[src/rtl/stimulus_gen_pkg.sv]
// Shared definitions for the stimulus generator: mode codes, FSM state
// encoding and the maximal-length LFSR tap table.
package stimulus_gen_pkg;

  localparam logic [1:0] MODE_COUNT = 2'd0;
  localparam logic [1:0] MODE_GRAY  = 2'd1;
  localparam logic [1:0] MODE_LFSR  = 2'd2;
  localparam logic [1:0] MODE_WALK  = 2'd3;

  typedef enum logic [1:0] {
    IDLE = 2'd0,
    RUN  = 2'd1,
    DONE = 2'd2
  } state_t;

  // Tap mask (bit i set = state bit i feeds the XOR) for a left-shifting
  // Fibonacci LFSR with the feedback entering bit 0.
  function automatic logic [15:0] lfsr_taps(input int width);
    logic [15:0] taps;
    taps = 16'h0000;
    case (width)
      2:       taps = 16'h0003;
      3:       taps = 16'h0006;
      4:       taps = 16'h000C;
      5:       taps = 16'h0014;
      6:       taps = 16'h0030;
      7:       taps = 16'h0060;
      8:       taps = 16'h00B8;
      9:       taps = 16'h0110;
      10:      taps = 16'h0240;
      11:      taps = 16'h0500;
      12:      taps = 16'h0829;
      13:      taps = 16'h100D;
      14:      taps = 16'h2015;
      15:      taps = 16'h6000;
      16:      taps = 16'hD008;
      default: taps = 16'h0000;
    endcase
    return taps;
  endfunction

endpackage

[src/rtl/stimulus_gen_if.sv]
// Control/vector bundle between a bench (master) and the generator (slave).
interface stimulus_gen_if #(
  parameter int WIDTH = 3
);
  logic             start;
  logic [1:0]       mode;
  logic             pause;
  logic [WIDTH-1:0] vec;
  logic             valid;
  logic             busy;
  logic             done;

  modport master (output start, mode, pause, input vec, valid, busy, done);
  modport slave  (input start, mode, pause, output vec, valid, busy, done);
endinterface

[src/rtl/stimulus_gen_lfsr.sv]
// Maximal-length Fibonacci LFSR: shifts left, XOR of the tapped bits enters bit 0.
module stimulus_gen_lfsr
  import stimulus_gen_pkg::*;
#(
  parameter int WIDTH = 3
) (
  input  logic             clk,
  input  logic             rst,
  input  logic             load,
  input  logic             en,
  input  logic [WIDTH-1:0] seed,
  output logic [WIDTH-1:0] q
);

  localparam logic [15:0]      TAPS_ALL = lfsr_taps(WIDTH);
  localparam logic [WIDTH-1:0] TAPS     = TAPS_ALL[WIDTH-1:0];

  // NOTE: sequential state is updated with non-blocking assignments so every
  // register samples pre-edge values regardless of process ordering.
  always_ff @(posedge clk) begin
    if (rst || load) begin
      q <= seed;
    end else if (en) begin
      q <= {q[WIDTH-2:0], ^(q & TAPS)};
    end
  end

endmodule

[src/rtl/stimulus_gen.sv]
// Clocked pattern generator: binary count, Gray, LFSR or walking-one vectors,
// each held for HOLD_CYC unpaused cycles, with a start/busy/done handshake.
module stimulus_gen
  import stimulus_gen_pkg::*;
#(
  parameter int WIDTH     = 3,
  parameter int HOLD_CYC  = 10,
  parameter int LFSR_SEED = 1
) (
  input  logic           clk,
  input  logic           rst,
  stimulus_gen_if.slave  bus
);

  localparam int IDX_W  = WIDTH + 1;
  localparam int HOLD_W = (HOLD_CYC > 1) ? $clog2(HOLD_CYC) : 1;

  localparam logic [31:0]       SEED_FULL = LFSR_SEED;
  localparam logic [WIDTH-1:0]  SEED      = SEED_FULL[WIDTH-1:0];
  localparam logic [15:0]       TAPS_ALL  = lfsr_taps(WIDTH);
  localparam logic [WIDTH-1:0]  TAPS      = TAPS_ALL[WIDTH-1:0];
  localparam logic [HOLD_W-1:0] HOLD_LAST = HOLD_W'(HOLD_CYC - 1);
  localparam logic [IDX_W-1:0]  CNT_LAST  = IDX_W'((1 << WIDTH) - 1);
  localparam logic [IDX_W-1:0]  WALK_LAST = IDX_W'(WIDTH - 1);

  state_t             state, state_nxt;
  logic [1:0]         mode_q;
  logic [IDX_W-1:0]   idx;
  logic [HOLD_W-1:0]  hold_cnt;
  logic [WIDTH-1:0]   lfsr_q;
  logic [WIDTH-1:0]   lfsr_succ;
  logic [WIDTH-1:0]   cur_vec;
  logic               hold_end;
  logic               last_vec;
  logic               accept;
  logic               advance;

  stimulus_gen_lfsr #(.WIDTH(WIDTH)) u_lfsr (
    .clk  (clk),
    .rst  (rst),
    .load (accept),
    .en   (advance),
    .seed (SEED),
    .q    (lfsr_q)
  );

  // Successor of the current LFSR value; the run ends on the vector whose
  // successor would wrap back to the seed.
  assign lfsr_succ = {lfsr_q[WIDTH-2:0], ^(lfsr_q & TAPS)};
  assign hold_end  = (hold_cnt == HOLD_LAST) && !bus.pause;

  always_comb begin
    cur_vec  = '0;
    last_vec = 1'b0;
    case (mode_q)
      MODE_COUNT: begin
        cur_vec  = idx[WIDTH-1:0];
        last_vec = (idx == CNT_LAST);
      end
      MODE_GRAY: begin
        cur_vec  = idx[WIDTH-1:0] ^ (idx[WIDTH-1:0] >> 1);
        last_vec = (idx == CNT_LAST);
      end
      MODE_LFSR: begin
        cur_vec  = lfsr_q;
        last_vec = (lfsr_succ == SEED);
      end
      default: begin
        cur_vec  = WIDTH'(1) << idx;
        last_vec = (idx == WALK_LAST);
      end
    endcase
  end

  always_ff @(posedge clk) begin
    if (rst) begin
      state <= IDLE;
    end else begin
      state <= state_nxt;
    end
  end

  // NOTE: every output of this block gets a default before the case so no
  // path leaves a signal unassigned, which would infer a latch.
  always_comb begin
    state_nxt = state;
    accept    = 1'b0;
    advance   = 1'b0;
    bus.vec   = '0;
    bus.valid = 1'b0;
    bus.busy  = 1'b0;
    bus.done  = 1'b0;
    case (state)
      IDLE: begin
        if (bus.start) begin
          state_nxt = RUN;
          accept    = 1'b1;
        end
      end
      RUN: begin
        bus.vec   = cur_vec;
        bus.valid = 1'b1;
        bus.busy  = 1'b1;
        if (hold_end) begin
          if (last_vec) begin
            state_nxt = DONE;
          end else begin
            advance = 1'b1;
          end
        end
      end
      DONE: begin
        bus.done  = 1'b1;
        state_nxt = IDLE;
      end
      default: state_nxt = IDLE;
    endcase
  end

  // Mode is captured only on an accepted start, so later mode changes are inert.
  always_ff @(posedge clk) begin
    if (rst) begin
      mode_q   <= MODE_COUNT;
      idx      <= '0;
      hold_cnt <= '0;
    end else if (accept) begin
      mode_q   <= bus.mode;
      idx      <= '0;
      hold_cnt <= '0;
    end else if (state == RUN && !bus.pause) begin
      if (hold_cnt == HOLD_LAST) begin
        hold_cnt <= '0;
        if (advance) begin
          idx <= idx + IDX_W'(1);
        end
      end else begin
        hold_cnt <= hold_cnt + HOLD_W'(1);
      end
    end else if (state == DONE) begin
      idx      <= '0;
      hold_cnt <= '0;
    end
  end

endmodule

[src/flat_wrapper.sv]
// flat-port wrapper written by rule: the top's interface ports become plain ports
module stimulus_gen_flat import stimulus_gen_pkg::*;
#(
  parameter int WIDTH     = 3,
  parameter int HOLD_CYC  = 10,
  parameter int LFSR_SEED = 1
)
  (clk, rst, bus_start, bus_mode, bus_pause, bus_vec, bus_valid, bus_busy, bus_done);
  stimulus_gen_if #(.WIDTH(WIDTH)) bus_i ();
  input  logic clk;
  input  logic rst;
  input wire logic [$bits(bus_i.start)-1:0] bus_start;
  input wire logic [$bits(bus_i.mode)-1:0] bus_mode;
  input wire logic [$bits(bus_i.pause)-1:0] bus_pause;
  output wire logic [$bits(bus_i.vec)-1:0] bus_vec;
  output wire logic [$bits(bus_i.valid)-1:0] bus_valid;
  output wire logic [$bits(bus_i.busy)-1:0] bus_busy;
  output wire logic [$bits(bus_i.done)-1:0] bus_done;
  assign bus_i.start = bus_start;
  assign bus_i.mode = bus_mode;
  assign bus_i.pause = bus_pause;
  assign bus_vec = bus_i.vec;
  assign bus_valid = bus_i.valid;
  assign bus_busy = bus_i.busy;
  assign bus_done = bus_i.done;
  stimulus_gen #(.WIDTH(WIDTH), .HOLD_CYC(HOLD_CYC), .LFSR_SEED(LFSR_SEED)) u_core (.clk(clk), .rst(rst), .bus(bus_i));
endmodule
[config.mk]
export PLATFORM = sky130hd
export DESIGN_NAME = stimulus_gen_flat
export DESIGN_NICKNAME = d
export VERILOG_FILES = /design/src/rtl/stimulus_gen_pkg.sv /design/src/rtl/stimulus_gen_if.sv /design/src/rtl/stimulus_gen_lfsr.sv /design/src/rtl/stimulus_gen.sv /design/src/flat_wrapper.sv
export SDC_FILE = /design/constraint.sdc
export NUM_CORES = 1
export LEC_CHECK = 0
export BUFFER_PORTS_ARGS = -buffer_cell sky130_fd_sc_hd__buf_2
export CAP_MARGIN = 0
export CORE_ASPECT_RATIO = 0.6
export CORE_MARGIN = 5
export CORE_UTILIZATION = 40
export DETAILED_ROUTE_END_ITERATION = 6
export GPL_TIMING_DRIVEN = 0
export SLEW_MARGIN = 20
export SYNTH_ARGS = -nofsm -noshare
export SYNTH_HDL_FRONTEND = slang
export SYNTH_SLANG_ARGS = --single-unit
[constraint.sdc]
create_clock -name clk -period 2.4 [get_ports clk]
set_input_delay 0.48 -clock clk [delete_from_list [all_inputs] [get_ports clk]]
set_output_delay 0.48 -clock clk [all_outputs]
set_load 0.01 [all_outputs]
==> results of run 1 <==
-- cell usage after synthesis, types with 2 or more instances --
master | number | area share
ha_1 | 4 | 0.054
and2_1 | 2 | 0.014
dfxtp_1 | 15 | 0.32
mux4_2 | 2 | 0.049
nor4b_1 | 3 | 0.028
nand3_1 | 5 | 0.027
clkbuf_1 | 4 | 0.016
nand3b_1 | 3 | 0.024
mux2i_1 | 5 | 0.054
a21oi_1 | 6 | 0.032
nor3_1 | 4 | 0.022
nand2_1 | 6 | 0.024
o21ai_0 | 5 | 0.027
nor2_1 | 12 | 0.049
a211oi_1 | 4 | 0.032
nor3b_1 | 3 | 0.024
nor4_1 | 2 | 0.014
and3b_1 | 2 | 0.019
inv_1 | 3 | 0.012
-- flip-flops by register name, summed over array words and instances (netlist names) --
register,cells
u_core.u_lfsr.q,3
u_core.idx,4
u_core.mode_q,2
u_core.hold_cnt,4
u_core.state,2
-- worst paths after layout --
| check | start | endpoint |
|---|---|---|
| worst min register to register | u_core.hold_cnt[3]$_SDFFE_PP0P_ | u_core.hold_cnt[3]$_SDFFE_PP0P_ |
| worst min-delay path | bus_mode[0] | u_core.mode_q[0]$_SDFFE_PP0P_ |
| worst max-delay path | u_core.idx[0]$_SDFFE_PP0P_ | bus_vec[0] |
| worst max register to register | u_core.state[0]$_SDFFE_PP0P_ | u_core.idx[3]$_SDFFE_PP0P_ |
-- placed cells by master (no fill, tap or decap), types with 2 or more instances in the layout --
cell type	count
ha_1	4
nor4_1	2
nor3b_1	3
a21oi_1	6
dfxtp_1	15
nor4b_1	3
clkbuf_1	5
nand2_1	6
and3b_1	2
nand3b_1	3
mux4_2	2
mux2i_1	5
clkbuf_8	3
a211oi_1	4
nor2_1	12
o21ai_0	5
inv_1	3
and2_1	2
buf_2	12
nor3_1	4
nand3_1	5
-- stage by stage --
step                utilization  hold slack, ns
finish                   0.4879          0.4730
global route             0.4879          0.4975
CTS                      0.4879          0.4722
detailed placement       0.4673          0.4838
global placement         0.4673          0.4631
floorplan                     -          0.4447
-- worst min-delay path, delay by kind of cell --
kind                   cells  cell delay [ns]
and+or+nand+nor            1             0.07
buffers and inverters      1             0.07
muxes                      1             0.05
-- layout make-up --
cell class	count	area, um^2
Inverter	3	11.26
Fill cell	211	1116
Buffer	6	27.53
Clock buffer	4	45.04
Sequential cell	15	300.3
Tap cell	30	37.54
Multi-Input combinational cell	85	586.8
Timing Repair Buffer	11	55.05
-- layer usage --
metal,track usage,share of wire,up-vias
met5,0,0,-
met1,0.1815,0.55,384
met3,0.05556,0.045,4
met2,0.2098,0.40,14
li1,-,-,435
met4,0.03371,0.0069,0
-- logic make-up (layout without fill, tap and decap cells) --
family | count (synthesis) | after routing | share of synthesized area
flops | 15 | 15 | 0.3243
xor+xnor | 1 | 1 | 0.009461
fa+ha+maj | 4 | 4 | 0.05406
buf+inv | 9 | 24 | 0.04188
compound gates | 21 | 21 | 0.1392
mux | 8 | 8 | 0.1149
simple gates | 51 | 51 | 0.3162
-- power by group --
| group | switching (mW) | internal, mW | leakage (nW) |
|---|---|---|---|
| registers | 0.00282 | 0.253 | 0.122 |
| logic | 0.0307 | 0.0225 | 0.277 |
| clock network | 0.0852 | 0.118 | 0.0228 |
==> parameters.txt, run 1 <==
Parameter                              Value

Power and ir drop
  Total chip power    511.9 uW
  Cell Pwr Density    481.4 nW/um^2
  Largest vdd supply drop    0.0003956 V
  Pleak    0.4209 nW

Critical path
  Critical path class    register to primary output
  Cell class contributing the biggest share of worst-path delay    flip-flops
  Cells along the critical path    ha_1, mux4_2, and2_1, buf_2
  Levels on crit path    4
  Arr. time, crit path    1.80 ns
  Slowest stage cell on the critical path    dfxtp_1
  Largest fanout on the critical path    10
  Required time reported for the critical path endpoint    1.92 ns
  Slowest stage delay, CP    0.51 ns
  Reg-to-reg setup timing slack    0.40 ns
  Critical Path Sink Type    primary output
  CP startpoint kind    register
  Cell depth of the worst flop-to-flop path    5
  Buf/Inv on CP    1

CTS
  Number of cells upsized or downsized after cts    0
  Number of buffers added to fix hold violations after cts    0
  Clock tree from TritonCTS    yes
  Clock net sink count    15
  Number of levels in the clock H-tree    1
  Post-CTS setup repair buffer count    0
  Max Root-Sink Buffers    2
  Register clock-pin slew on the reported worst setup and hold paths    0.06 ns
  Clock tree root driver cell    clkbuf_8
  Clock network latency to the later pin of the worst-skew pair    0.25 ns
  Inserted Clock Buffers    3

Place
  Area after detailed placement    1018 um^2
  IO buf count    11
  Cell total after placement    150
  Placer congestion estimate    0.8410
  Pre-CTS setup slack    0.1988 ns
  Final HPWL DP    1569 um

Route
  Antenna-violating nets left    0
  Iter 0 DRT Violations    32
  # DRC    0
  Detail-routed net length per standard cell    13.19 um
  1st-pass router iterations    4
  Average via count per standard cell    5.435
  Total wire length    2031 um
  Via count of the routed design    837

Synthesis
  Yosys cell types    38
  Sequential fraction of the synthesis area    0.3243
  Number of synthesized flops with an enable pin    0
  Post-synthesis instance area    925.9 um^2
  Count of synthesis-stage warnings from yosys    0
  Synth Area per Inst    8.494 um^2
  Post-synth ARST share    0
  Seq cells post-synth    15
  Top_reg_cell synth    dfxtp_1
  Post-synthesis cell count    109
  Post-synth net total    119

STA
  Actual slew at the worst max-slew pin    0.7743 ns
  Accumulated negative setup slack    0 ns
  Final count of negative-setup-slack endpoints    0
  Fin Clk Skew    0.003927 ns
  Final hold viol count    0
  Final setup slack of the worst path    0.1208 ns
  Final critical-path required period    2.279 ns
  Max Slew Vio Count    0
  Final Cycle Share    0.9497
  Remaining max-slew budget at the tightest pin    0.4827
  Fmax    0.4388 GHz
  Setup repair after global routing missed its margin    no

Worst hold path
  Hold Crit Depth    3
  Hold/Removal Path Class    primary input to register

Floorplanning
  Top-level I/O count    12
  Initial core utilization    0.4248
  Core area    2180 um^2
  Floorplan die area    3408 um^2
  Height of the die    47.27 um
  Std-Cell Rows    13
  Width of the die    72.11 um

Cells and area
  Post-route cell area    1064 um^2
  Antenna diode instance count    0
  Signed area change from the synthesized netlist to the final layout    14.86%
  Final non-filler cell total    154
  Nets    135
  Proportion of layout cells with a drive suffix above 1    0.1613

Flow run
  Reported max-cap violation count    0

GRT
  Wire length of the first global-routing pass    3484 um
  Via count of the first global-routing pass    735
  Total congestion overflow after global routing    0
  Number of antenna violations at the first check in global routing    0
  Tot GR Track Use    0.1369
  Largest net degree at the start of global routing    11

Outcome
  Outcome    complete, no violations
Note: power is estimated with default switching activity, not from simulation.
==> run 2, diff against run 1 <==
ABC_CLOCK_PERIOD_IN_PS = 2400   (was unset)
CORE_ASPECT_RATIO = unset   (was 0.6)
CORE_UTILIZATION = 55   (was 40)
PLACE_DENSITY = 0.76   (was unset)
==> run 2 against run 1 <==
Clock skew barely moved. Final area fell by 3.4%. Flip-flop and latch count unchanged. Final cell count is 9.1% lower. Die area is 24% lower. Power shrank 11%. Non-clock buffer count did not move. Fmax down 1.1%. Clock power shrank 28%. Combinational power about the same.
==> parameters.txt, run 2 (synthesized netlist as in run 1, its figures left out) <==
Parameter                              Value

Critical path
  Arr. time, crit path    1.82 ns (was 1.80 ns)
  Required time reported for the critical path endpoint    1.92 ns (about the same)
  Reg-to-reg endpoint    u_core.idx[2]$_SDFFE_PP0P_ (was u_core.idx[3]$_SDFFE_PP0P_)
  Largest fanout on the critical path    10 (unchanged)
  Cell depth of the worst flop-to-flop path    5 (unchanged)
  Reg-to-reg setup timing slack    0.35 ns (was 0.40 ns)
  Critical Path Sink Type    primary output (unchanged)
  Critical path endpoint    bus_vec[0] (unchanged)
  Critical path class    register to primary output (unchanged)
  CP startpoint kind    register (unchanged)
  Critical Path Source    u_core.idx[0]$_SDFFE_PP0P_ (unchanged)
  Startpoint of the lowest-slack register-to-register path    u_core.state[0]$_SDFFE_PP0P_ (unchanged)

Cells and area
  Proportion of layout cells with a drive suffix above 1    0.1613 (unchanged)
  Signed area change from the synthesized netlist to the final layout    10.95% (was 14.86%)
  Nets    135 (unchanged)
  Commonest cells after routing, fill and taps aside    15 x dfxtp_1, 12 x nor2_1, 12 x buf_2 (unchanged)
  Final non-filler cell total    140 (was 154)
  Finished Core Util    0.6589 (was 0.4879)
  Antenna diode instance count    0 (unchanged)
  Most common cell after layout, fill and taps aside    dfxtp_1 (unchanged)
  Largest regs    u_core.hold_cnt (4), u_core.idx (4), u_core.u_lfsr.q (3) (unchanged)

GRT
  Total congestion overflow after global routing    0 (unchanged)
  Largest net degree at the start of global routing    11 (unchanged)
  Number of antenna violations at the first check in global routing    0 (unchanged)
  Via count of the first global-routing pass    723 (was 735)
  Tot GR Track Use    0.1641 (was 0.1369)
  Wire length of the first global-routing pass    3256 um (was 3484 um)

STA
  Final critical-path required period    2.304 ns (was 2.279 ns)
  Remaining max-slew budget at the tightest pin    0.5318 (was 0.4827)
  Final Cycle Share    0.9600 (was 0.9497)
  Fmax    0.4340 GHz (was 0.4388 GHz)
  Setup repair after global routing missed its margin    no (unchanged)
  Worst hold slack    0.4370 ns (was 0.4730 ns)
  Final hold viol count    0 (unchanged)
  Accumulated negative setup slack    0 ns (unchanged)
  Actual slew at the worst max-slew pin    0.7008 ns (was 0.7743 ns)
  Fin Clk Skew    0.003490 ns (was 0.003927 ns)
  Final count of negative-setup-slack endpoints    0 (unchanged)
  Max Slew Vio Count    0 (unchanged)

CTS
  Clock tree from TritonCTS    yes (unchanged)
  Number of cells upsized or downsized after cts    0 (unchanged)
  Clock net sink count    15 (unchanged)
  Number of levels in the clock H-tree    1 (unchanged)
  Clock tree root driver cell    clkbuf_4 (was clkbuf_8)
  Max Root-Sink Buffers    2 (unchanged)
  Number of buffers added to fix hold violations after cts    0 (unchanged)
  Clock network latency to the later pin of the worst-skew pair    0.29 ns (was 0.25 ns)
  Register clock-pin slew on the reported worst setup and hold paths    0.09 ns (was 0.06 ns)
  Inserted Clock Buffers    3 (unchanged)
  Post-CTS setup repair buffer count    0 (unchanged)

Route
  Detail-routed net length per standard cell    14.07 um (was 13.19 um)
  Detailed-routed wire length on met3    78 um (was 92 um)
  Total met2 wirelength after detailed routing    948 um (was 808 um)
  Via count of the routed design    852 (was 837)
  Antenna-violating nets left    0 (unchanged)
  Post-Route M1 WL    915 um (was 1115 um)
  Iter 0 DRT Violations    10 (was 32)
  # DRC    0 (unchanged)
  Average via count per standard cell    6.086 (was 5.435)
  Highest metal used    met4 (unchanged)
  Total wire length    1970 um (was 2031 um)
  1st-pass router iterations    5 (was 4)

Outcome
  Outcome    complete, no violations (unchanged)

Power and ir drop
  Pleak    0.4132 nW (was 0.4209 nW)
  Largest vdd supply drop    0.0002969 V (was 0.0003956 V)
  Cell Pwr Density    443.8 nW/um^2 (was 481.4 nW/um^2)

Floorplanning
  Std-Cell Rows    14 (was 13)
  Core area    1559 um^2 (was 2180 um^2)
  Top-level I/O count    12 (unchanged)
  Floorplan die area    2604 um^2 (was 3408 um^2)
  Initial core utilization    0.5939 (was 0.4248)
  Height of the die    51.03 um (was 47.27 um)
  Width of the die    51.03 um (was 72.11 um)

Place
  Cell total after placement    136 (was 150)
  Placer congestion estimate    0.8258 (was 0.8410)
  Final HPWL DP    1513 um (was 1569 um)
  IO buf count    11 (unchanged)

Flow run
  Reported max-cap violation count    0 (unchanged)

Worst hold path
  Hold/Removal Path Class    primary input to register (unchanged)
run 2: cell counts in the layout (fill, tap and decap cells not counted):
No cell type changed its count.
run 2: metal layers:
metal,vias up,track usage
li1,433,-
met1,397,0.2074
met2,18,0.2768
met3,4,0.03488
met4,0,0.05381
met5,-,0
run 2: layout make-up:
type,instances,area [um^2]
Fill cell,148,531.8
Inverter,3,11.26
Timing Repair Buffer,11,55.05
Sequential cell,15,300.3
Multi-Input combinational cell,85,586.8
Clock buffer,4,26.28
Buffer,6,27.53
Tap cell,16,20.02
run 2: power by group:
group          total [mW]  switching [mW]  internal [mW]
registers           0.256         0.00325          0.253
clock network       0.147          0.0823         0.0646
logic              0.0529          0.0304         0.0225
run 2: worst max-delay path, stage by stage (launching register included):
cell and delay, ns:
dfxtp_1 0.51, ha_1 0.30, mux4_2 0.44, and2_1 0.16, buf_2 0.13
run 2: worst min path at each step:
stage | from | to | slack (ns) | depth (start not counted)
4_1_cts | bus_mode[1] | u_core.mode_q[1]$_SDFFE_PP0P_ | 0.44 | 3
2_1_floorplan | u_core.hold_cnt[3]$_SDFFE_PP0P_ | u_core.hold_cnt[3]$_SDFFE_PP0P_ | 0.44 | 1
3_5_place_dp | u_core.hold_cnt[3]$_SDFFE_PP0P_ | u_core.hold_cnt[3]$_SDFFE_PP0P_ | 0.48 | 1
5_1_grt | bus_mode[1] | u_core.mode_q[1]$_SDFFE_PP0P_ | 0.45 | 3
3_3_place_gp | u_core.hold_cnt[3]$_SDFFE_PP0P_ | u_core.hold_cnt[3]$_SDFFE_PP0P_ | 0.47 | 1
6_report | bus_mode[1] | u_core.mode_q[1]$_SDFFE_PP0P_ | 0.44 | 3
run 2: per-stage QoR:
stage          setup slack [ns]  cell area, um^2  power [mW]
2_1_floorplan            0.4507            925.9      0.2976
3_3_place_gp             0.2700             1001      0.3127
3_5_place_dp             0.2477             1001      0.3145
4_1_cts                 0.09509             1027      0.4555
5_1_grt                 0.03083             1027      0.4731
6_report                0.09589             1027      0.4559
==> run 3, diff against run 2 <==
PLACE_DENSITY = unset   (was 0.76)
PLACE_DENSITY_LB_ADDON = 0.05   (was unset)
==> run 3 against run 2 <==
Clock skew is 0.0070 ns higher. Utilization grew 0.080 points. Largest cell class unchanged. Flip-flop and latch count is the same.
==> parameters.txt, run 3 (synthesized netlist as in run 1, its figures left out) <==
Parameter                              Value

STA
  Final critical-path required period    2.246 ns (was 2.304 ns)
  Remaining max-slew budget at the tightest pin    0.5243 (was 0.5318)
  Final hold viol count    0 (unchanged)
  Final count of negative-setup-slack endpoints    0 (unchanged)
  Final Cycle Share    0.9358 (was 0.9600)
  Max Slew Vio Count    0 (unchanged)
  Accumulated negative setup slack    0 ns (unchanged)
  Setup repair after global routing missed its margin    no (unchanged)
  Actual slew at the worst max-slew pin    0.7120 ns (was 0.7008 ns)
  Fmax    0.4453 GHz (was 0.4340 GHz)
  Fin Clk Skew    0.01051 ns (was 0.003490 ns)

Place
  Cell total after placement    136 (unchanged)
  IO buf count    11 (unchanged)
  Final HPWL DP    1504 um (was 1513 um)
  Placer congestion estimate    0.7836 (was 0.8258)

Power and ir drop
  Net load switching power    109.4 uW (was 116.0 uW)
  Comb power frac    0.117 (was 0.116)
  Sequential share of power    0.570 (was 0.562)
  Clk pwr share    0.313 (was 0.322)
  Internal Dissipation    339.5 uW (was 339.9 uW)
  Pleak    0.4137 nW (was 0.4132 nW)
  Total chip power    448.9 uW (was 455.9 uW)
  Cell Pwr Density    436.5 nW/um^2 (was 443.8 nW/um^2)
  Largest vdd supply drop    0.0002796 V (was 0.0002969 V)
  Sw Share    0.2437 (was 0.2544)

CTS
  Clock tree root driver cell    clkbuf_4 (unchanged)
  Max Root-Sink Buffers    2 (unchanged)
  Clock net sink count    15 (unchanged)
  Clock tree from TritonCTS    yes (unchanged)
  Register clock-pin slew on the reported worst setup and hold paths    0.09 ns (about the same)
  Inserted Clock Buffers    3 (unchanged)
  Clock network latency to the later pin of the worst-skew pair    0.28 ns (was 0.29 ns)
  Post-CTS setup repair buffer count    0 (unchanged)
  Number of levels in the clock H-tree    1 (unchanged)

Cells and area
  Largest regs    u_core.hold_cnt (4), u_core.idx (4), u_core.u_lfsr.q (3) (unchanged)
  Commonest cells after routing, fill and taps aside    14 x dfxtp_1, 12 x nor2_1, 12 x buf_2 (was 15 x dfxtp_1, 12 x nor2_1, 12 x buf_2)
  Most common cell after layout, fill and taps aside    dfxtp_1 (unchanged)
  Nets    135 (unchanged)
  Final non-filler cell total    140 (unchanged)
  Proportion of layout cells with a drive suffix above 1    0.1694 (was 0.1613)
  Signed area change from the synthesized netlist to the final layout    11.08% (was 10.95%)
  Antenna diode instance count    0 (unchanged)
  Finished Core Util    0.6597 (was 0.6589)

Floorplanning
  Std-Cell Rows    14 (unchanged)
  Top-level I/O count    12 (unchanged)
  Initial core utilization    0.5939 (unchanged)
  Height of the die    51.03 um (unchanged)
  Core area    1559 um^2 (unchanged)
  Floorplan die area    2604 um^2 (unchanged)
  Width of the die    51.03 um (unchanged)

GRT
  Total congestion overflow after global routing    0 (unchanged)
  Wire length of the first global-routing pass    3305 um (was 3256 um)
  Tot GR Track Use    0.1606 (was 0.1641)
  Via count of the first global-routing pass    740 (was 723)
  Number of antenna violations at the first check in global routing    0 (unchanged)
  Largest net degree at the start of global routing    11 (unchanged)

Route
  Via count of the routed design    860 (was 852)
  Iter 0 DRT Violations    17 (was 10)
  Average via count per standard cell    6.143 (was 6.086)
  Detail-routed net length per standard cell    13.79 um (was 14.07 um)
  Total wire length    1931 um (was 1970 um)
  1st-pass router iterations    4 (was 5)
  # DRC    0 (unchanged)
  Antenna-violating nets left    0 (unchanged)

Critical path
  Required time reported for the critical path endpoint    1.92 ns (about the same)
  Critical Path Sink Type    primary output (unchanged)
  Critical path class    register to primary output (unchanged)
  Largest fanout on the critical path    8 (was 10)
  Arr. time, crit path    1.77 ns (was 1.82 ns)
  CP startpoint kind    register (unchanged)

Worst hold path
  Hold/Removal Path Class    primary input to register (unchanged)

Outcome
  Outcome    complete, no violations (unchanged)

Flow run
  Reported max-cap violation count    0 (unchanged)
==> run 3: worst paths after layout <==
check / from / end / slack [ns] / cells past startpoint
setup reg to reg: u_core.mode_q[0]$_SDFFE_PP0P_ / u_core.state[0]$_SDFFE_PP0P_ / 0.38 / 5
setup / recovery: u_core.idx[1]$_SDFFE_PP0P_ / bus_vec[0] / 0.15 / 4
hold / removal: bus_mode[0] / u_core.mode_q[0]$_SDFFE_PP0P_ / 0.45 / 3
hold reg to reg: u_core.hold_cnt[3]$_SDFFE_PP0P_ / u_core.hold_cnt[3]$_SDFFE_PP0P_ / 0.49 / 1
==> run 3: metal layers <==
layer | global-route usage | vias to the layer above | part of all wire
li1 | - | 431 | -
met2 | 0.2704 | 23 | 0.48
met3 | 0.03779 | 2 | 0.053
met1 | 0.2167 | 404 | 0.46
met4 | 0.01345 | 0 | 0.0057
met5 | 0 | - | 0
==> run 3: per-stage QoR <==
| stage | instance area [um^2] | hold slack, ns | setup WS, ns |
|---|---|---|---|
| after floorplan | 925.9 | 0.4447 | 0.4507 |
| final | 1028 | 0.4493 | 0.1542 |
| after global placement | 1001 | 0.4585 | 0.2539 |
| after detailed placement | 1001 | 0.4780 | 0.2427 |
| after CTS | 1027 | 0.4468 | 0.1016 |
| after global routing | 1028 | 0.4396 | 0.04876 |
==> run 3: worst max-delay path: stages (launching register included) <==
cell	delay, ns
dfxtp_1	0.47
ha_1	0.29
mux4_2	0.43
and2_1	0.16
buf_2	0.13
==> run 3: area by class of cell <==
class	count	area (um^2)
flip-flops and latches	15	301.5
inverters	3	11.26
clock buffers	4	26.28
repair buffers	11	55.05
fillers	155	530.5
well taps	16	20.02
plain buffers	6	27.53
multi-input cells	85	586.8
==> run 3: power groups by stage <==
stage	Combinational, mW	Clock (mW)	Sequential [mW]
6_report	0.0526	0.140	0.256
5_1_grt	0.0581	0.162	0.257
4_1_cts	0.0530	0.144	0.256
3_5_place_dp	0.0529	0	0.262
3_3_place_gp	0.0512	0	0.261
2_1_floorplan	0.0367	0	0.261
==> run 3: timing repair <==
| item | CTS | global route |
|---|---|---|
| gates resized for setup | 0 | 1 |
| hold buffers | 0 | 0 |
| setup endpoints to repair | 0 | 1 |
